`src/rtl/imuldiv_int_mul_iterative_param_if.sv`:
```
// Request/response channel bundle for the iterative multiplier.
// Revision: 1.0
`default_nettype none

interface imuldiv_int_mul_iterative_param_if #(
  parameter int WIDTH = 32
);
  logic [WIDTH-1:0]   mulreq_msg_a;
  logic [WIDTH-1:0]   mulreq_msg_b;
  logic               mul_signed_a;
  logic               mul_signed_b;
  logic               mulreq_val;
  logic               mulreq_rdy;
  logic [2*WIDTH-1:0] mulresp_msg_result;
  logic               mulresp_val;
  logic               mulresp_rdy;

  modport master (
    output mulreq_msg_a, mulreq_msg_b, mul_signed_a, mul_signed_b, mulreq_val, mulresp_rdy,
    input  mulreq_rdy, mulresp_msg_result, mulresp_val
  );

  modport slave (
    input  mulreq_msg_a, mulreq_msg_b, mul_signed_a, mul_signed_b, mulreq_val, mulresp_rdy,
    output mulreq_rdy, mulresp_msg_result, mulresp_val
  );
endinterface

`default_nettype wire

```
`src/rtl/imuldiv_int_mul_iterative_param.sv`:
```
// Iterative radix-2^STEP signed/unsigned multiplier, full 2*WIDTH-bit product.
// Optional early exit on exhausted multiplier: IMULDIV_MUL_EARLY_EXIT_EN. Revision: 1.0
`default_nettype none

module imuldiv_int_mul_iterative_param #(
  parameter int WIDTH = 32,
  parameter int STEP  = 1
) (
  input  wire logic                             clk,
  input  wire logic                             reset,
  imuldiv_int_mul_iterative_param_if.slave      mul
);

  localparam int N  = WIDTH / STEP;
  localparam int CW = $clog2(N + 1);
  localparam int PW = 2 * WIDTH;

  generate
    if (WIDTH < 4 || (WIDTH % STEP) != 0 || !(STEP == 1 || STEP == 2 || STEP == 4)) begin : g_bad_params
      $error("imuldiv_int_mul_iterative_param: illegal WIDTH/STEP combination");
    end
  endgenerate

  typedef enum logic [1:0] {
    IDLE = 2'd0,
    CALC = 2'd1,
    DONE = 2'd2
  } state_t;

  state_t          state;
  state_t          state_next;
  logic [PW-1:0]   a_reg;
  logic [PW-1:0]   result_reg;
  logic [PW-1:0]   partial;
  logic [WIDTH-1:0] b_reg;
  logic [WIDTH-1:0] b_shifted;
  logic [WIDTH-1:0] mag_a;
  logic [WIDTH-1:0] mag_b;
  logic [CW-1:0]   counter;
  logic            sign_reg;
  logic            neg_a;
  logic            neg_b;
  logic            accept;
  logic            last;

  // Sign/magnitude split: the most negative value negates to itself, which is its correct unsigned magnitude.
  assign neg_a     = mul.mul_signed_a & mul.mulreq_msg_a[WIDTH-1];
  assign neg_b     = mul.mul_signed_b & mul.mulreq_msg_b[WIDTH-1];
  assign mag_a     = neg_a ? -mul.mulreq_msg_a : mul.mulreq_msg_a;
  assign mag_b     = neg_b ? -mul.mulreq_msg_b : mul.mulreq_msg_b;
  assign partial   = a_reg * PW'(b_reg[STEP-1:0]);
  assign b_shifted = b_reg >> STEP;
  assign accept    = (state == IDLE) && mul.mulreq_val;

`ifdef IMULDIV_MUL_EARLY_EXIT_EN
  assign last = (counter == '0) || (b_shifted == '0);
`else
  assign last = (counter == '0);
`endif

  always_comb begin
    state_next             = state;
    mul.mulreq_rdy         = 1'b0;
    mul.mulresp_val        = 1'b0;
    mul.mulresp_msg_result = sign_reg ? -result_reg : result_reg;
    case (state)
      IDLE: begin
        mul.mulreq_rdy = 1'b1;
        if (mul.mulreq_val) state_next = CALC;
      end
      CALC: begin
        if (last) state_next = DONE;
      end
      DONE: begin
        mul.mulresp_val = 1'b1;
        if (mul.mulresp_rdy) state_next = IDLE;
      end
      default: state_next = IDLE;
    endcase
  end

  always_ff @(posedge clk) begin
    if (reset) begin
      state      <= IDLE;
      a_reg      <= '0;
      b_reg      <= '0;
      result_reg <= '0;
      sign_reg   <= 1'b0;
      counter    <= '0;
    end else begin
      state <= state_next;
      if (accept) begin
        sign_reg   <= neg_a ^ neg_b;
        a_reg      <= PW'(mag_a);
        b_reg      <= mag_b;
        result_reg <= '0;
        counter    <= CW'(N - 1);
      end else if (state == CALC) begin
        result_reg <= result_reg + partial;
        a_reg      <= a_reg << STEP;
        b_reg      <= b_shifted;
        counter    <= counter - 1'b1;
      end
    end
  end

endmodule

`default_nettype wire

```
`src/flat_wrapper.sv`:
```
// flat-port wrapper written by rule: the top's interface ports become plain ports
module imuldiv_int_mul_iterative_param_flat 
#(
  parameter int WIDTH = 32,
  parameter int STEP  = 1
)
  (clk, reset, mul_mulreq_msg_a, mul_mulreq_msg_b, mul_mul_signed_a, mul_mul_signed_b, mul_mulreq_val, mul_mulresp_rdy, mul_mulreq_rdy, mul_mulresp_msg_result, mul_mulresp_val);
  imuldiv_int_mul_iterative_param_if #(.WIDTH(WIDTH)) mul_i ();
  input  wire logic clk;
  input  wire logic reset;
  input wire logic [$bits(mul_i.mulreq_msg_a)-1:0] mul_mulreq_msg_a;
  input wire logic [$bits(mul_i.mulreq_msg_b)-1:0] mul_mulreq_msg_b;
  input wire logic [$bits(mul_i.mul_signed_a)-1:0] mul_mul_signed_a;
  input wire logic [$bits(mul_i.mul_signed_b)-1:0] mul_mul_signed_b;
  input wire logic [$bits(mul_i.mulreq_val)-1:0] mul_mulreq_val;
  input wire logic [$bits(mul_i.mulresp_rdy)-1:0] mul_mulresp_rdy;
  output wire logic [$bits(mul_i.mulreq_rdy)-1:0] mul_mulreq_rdy;
  output wire logic [$bits(mul_i.mulresp_msg_result)-1:0] mul_mulresp_msg_result;
  output wire logic [$bits(mul_i.mulresp_val)-1:0] mul_mulresp_val;
  assign mul_i.mulreq_msg_a = mul_mulreq_msg_a;
  assign mul_i.mulreq_msg_b = mul_mulreq_msg_b;
  assign mul_i.mul_signed_a = mul_mul_signed_a;
  assign mul_i.mul_signed_b = mul_mul_signed_b;
  assign mul_i.mulreq_val = mul_mulreq_val;
  assign mul_i.mulresp_rdy = mul_mulresp_rdy;
  assign mul_mulreq_rdy = mul_i.mulreq_rdy;
  assign mul_mulresp_msg_result = mul_i.mulresp_msg_result;
  assign mul_mulresp_val = mul_i.mulresp_val;
  imuldiv_int_mul_iterative_param #(.WIDTH(WIDTH), .STEP(STEP)) u_core (.clk(clk), .reset(reset), .mul(mul_i));
endmodule
```
`config.mk`:
```
export PLATFORM = sky130hd
export DESIGN_NAME = imuldiv_int_mul_iterative_param_flat
export DESIGN_NICKNAME = d
export VERILOG_FILES = /design/src/rtl/imuldiv_int_mul_iterative_param_if.sv /design/src/rtl/imuldiv_int_mul_iterative_param.sv /design/src/flat_wrapper.sv
export SDC_FILE = /design/constraint.sdc
export NUM_CORES = 1
export LEC_CHECK = 0
export ABC_AREA = 0
export CELL_PAD_IN_SITES_DETAIL_PLACEMENT = 1
export CELL_PAD_IN_SITES_GLOBAL_PLACEMENT = 1
export CORE_UTILIZATION = 35
export CTS_BUF_LIST = sky130_fd_sc_hd__clkbuf_16
export DETAILED_ROUTE_END_ITERATION = 10
export PLACE_DENSITY_LB_ADDON = 0.1
export SYNTH_ARGS = -nofsm -noshare
export SYNTH_HDL_FRONTEND = slang
export SYNTH_SLANG_ARGS = --single-unit
export TNS_END_PERCENT = 5
```
`constraint.sdc`:
```
create_clock -name clk -period 4.6 [get_ports clk]
set_input_delay 0.92 -clock clk [delete_from_list [all_inputs] [get_ports clk]]
set_output_delay 0.92 -clock clk [all_outputs]
set_load 0.005 [all_outputs]
```
==> flow_summary.yaml <==
power:
  irDropWorstVdd_mv: 0.249
  combPwrFrac_pct: 24.3
  power_density_nw_per_um2: 258
  sw_frac_of_total_pct: 32.4
  power.internal_mw: 2.78
  power_frac_seq_pct: 39.3
  clkPwrFrac_pct: 36.4
  p_leak_nw: 6.22
  switchingPower_mw: 1.34
critical_path:
  cp_num_buf_inv: 2
  cpLargestDelayFamily: "simple AND/OR/NAND/NOR gates"
  max_stage_delay_ns: 0.60
  crit_required_ns: 3.68
  cp_cell_sequence: "or4_4, or4_4, or2_4, nand3b_4, or3_4, or4_4, buf_4, o31ai_4, xnor2_1, buf_2"
  crit_path_end_kind: "output pin"
  cp.arrival_ns: 3.89
  crit_path_top_delay_cell: "or4_4"
  start_kind: "flip-flop"
  ff2ff_setup_slack_ns: 0.59
  cp_max_fo: 6
  cp_common_cell: "or4_4"
  path_class: "flip-flop to output pin"
final_layout:
  drive_above_1_share_pct: 8.96
  final_area_um2: 16000
  fillers: 4543
  final_cell_mix: "365 x nand2_1, 181 x a21oi_1, 167 x dfxtp_1"
  diodes: 0
  final_common_cell: "nand2_1"
  area_delta_synth_final_pct: 22.4
  fin_util_pct: 43.5
  nets: 2066
  final_cells: 2409
die:
  dieArea_um2: 38100
  die_x_um: 195
  initial_core_util_pct: 35.6
  die_height_um: 195
  pin_count: 136
  core_um2: 36700
  std_cell_rows: 70
logic_synthesis:
  ys_seq_area_share_pct: 25.9
  synth_edf_count: 0
  synth_top_flop_cell: "dfxtp_1"
  ys_types: 63
  netlist_area_um2: 13100
  synth_cells: 1811
  synth_nets: 1949
  async_flop_share_pct: 0
  syn-mean-instance-area_um2: 7.21
  ys_ff_latch: 169
  yosysWarnings: 0
place:
  hpwl_um: 33500
  gp_congestion: 0.911
  dpl_worst_slack_ns: -0.0861
  io_buffers: 135
  dp.cells: 2368
  detailed_place.area_um2: 15100
drt:
  drtPass1Iterations: 5
  dr.first_iter.drc_count: 742
  drc: 0
  via_per_inst: 5.54
  routed_wl_um: 44900
  avgRoutedWirePerCell_um: 18.6
  ant_nets: 0
  num_vias: 13354
clocking:
  cts_tree: "done"
  root_buffer: "clkbuf_16"
  path_clk_slew_ns: 0.07
  cts_sinks: 169
  clkLatencyLatePin_ns: 0.47
  cts_max_path_buffers: 2
  htree_levels: 4
  cts_buffers: 17
sta:
  slew_headroom_pct: 33.6
  timing.final.crit_share_pct: 105
  fin_skew_ns: 0.0128
  max_freq_mhz: 208
  drv_slew: 0
  period_needed_ns: 4.81
  worst_pin_slew_ns: 0.997
  finalSetupViolCount: 8
  whs_ns: 0.460
  finalHoldViolCount: 0
  grt_setup_unrepaired: "yes"
  setup_slack_ns: -0.208
global_routing:
  met1_usage_pct: 32.6
  busiest_layer: "met2"
  grt_pass1_wl_um: 71400
  grt_antenna_before_repair: 1
  grtUsageMet3_pct: 3.39
  grt_pass1_vias: 13281
  use_met2_pct: 38.2
  overflow: 0
  grt_usage_pct: 23.4
  grt_max_degree: 88
outcome:
  violations: "setup timing"
  status: "finished with violations"
hold_path:
  worstHoldPathType: "flip-flop to flip-flop"
run:
  cap_viol_max_count: 0
-- final cells by class --
type                    instances  area, um2  area share (%)
clock inverters                15        166            1.04
multi-input cells            1492       9350            58.5
clock buffers                  17        425            2.66
flip-flops and latches        169       3390            21.2
repair buffers                215       1940            12.1
inverters                      33        126           0.791
well taps                     468        586            3.67
-- final timing paths --
path / from / to / depth (start not counted)
max: u_core.result_reg[9] / mul_mulresp_msg_result[54] / 10
min: u_core.a_reg[63] / u_core.a_reg[63] / 2
max reg2reg: u_core.b_reg[0] / u_core.result_reg[63] / 13
min reg2reg: u_core.a_reg[63] / u_core.a_reg[63] / 2
-- kinds of logic (layout without fill, tap and decap cells) --
| group | after synthesis | in the layout | synth area share [%] |
|---|---|---|---|
| compound gates | 483 | 483 | 23.9 |
| xor+xnor | 177 | 177 | 11.9 |
| fa+ha+maj | 68 | 68 | 6.57 |
| buf+inv | 150 | 280 | 4.40 |
| flops | 169 | 169 | 25.9 |
| mux | 3 | 3 | 0.230 |
| simple gates | 761 | 761 | 27.1 |
-- cell usage after synthesis, types with 12 or more instances --
master | n | share of area, %
o21ai_0 | 89 | 3.4
nand3_1 | 34 | 1.3
o31ai_1 | 33 | 1.9
a21o_1 | 26 | 1.5
o41ai_1 | 16 | 1.1
inv_1 | 33 | 0.95
and2_1 | 74 | 3.5
nand2_1 | 366 | 11
ha_1 | 67 | 6.4
or3_1 | 14 | 0.67
nor3_1 | 36 | 1.4
a311oi_1 | 62 | 4.2
dfxtp_1 | 169 | 26
or4_1 | 17 | 0.98
a21oi_1 | 181 | 6.9
nor2_1 | 129 | 3.7
nor2b_1 | 12 | 0.58
nor4_1 | 13 | 0.62
clkbuf_1 | 105 | 3.0
nand4_1 | 22 | 1.1
xnor2_1 | 128 | 8.6
xor2_1 | 49 | 3.3
-- through the flow --
stage,total power [mW],TNS (ns)
floorplan,2.16,0
global placement,2.55,-0.0578
global route,4.31,-1.94
finish,4.11,-0.885
CTS,4.13,-0.990
detailed placement,2.56,-0.463
-- worst register-to-register path, stage by stage, from the launching register on --
cell and delay [ns]:
dfxtp_1 0.50, buf_4 0.44, and2_1 0.25, ha_1 0.27, nand2_1 0.17, nor3_1 0.40, and4_1 0.30, o221a_2 0.25
o21ai_0 0.13, buf_4 0.17, a211oi_1 0.53, nor3_1 0.09, o21ai_0 0.23, mux2i_1 0.19
-- metal layers --
layer  part of all wire, %  routed length [um]  up-vias
met3                   3.2                1450       28
met1                    50               22600     6452
met4                  0.85                 380        0
met5                     0                   0        -
li1                      -                   -     6650
met2                    46               20500      224
-- repair_timing --
| item | in CTS | in global routing |
|---|---|---|
| endpoints found under the setup margin | 20 | 18 |
| pin swaps | 13 | 15 |
| hold buffers | 0 | 0 |
| setup buffers | 7 | 2 |
| resized for setup | 79 | 21 |
-- power groups by stage --
stage / registers [mW] / clock network, mW / logic (mW)
after global placement: 1.64 / 0 / 0.902
after detailed placement: 1.65 / 0 / 0.917
after floorplan: 1.61 / 0 / 0.549
final: 1.62 / 1.50 / 0.999
after global routing: 1.63 / 1.59 / 1.09
after CTS: 1.62 / 1.53 / 0.985
(Power assumes the default switching activity.)
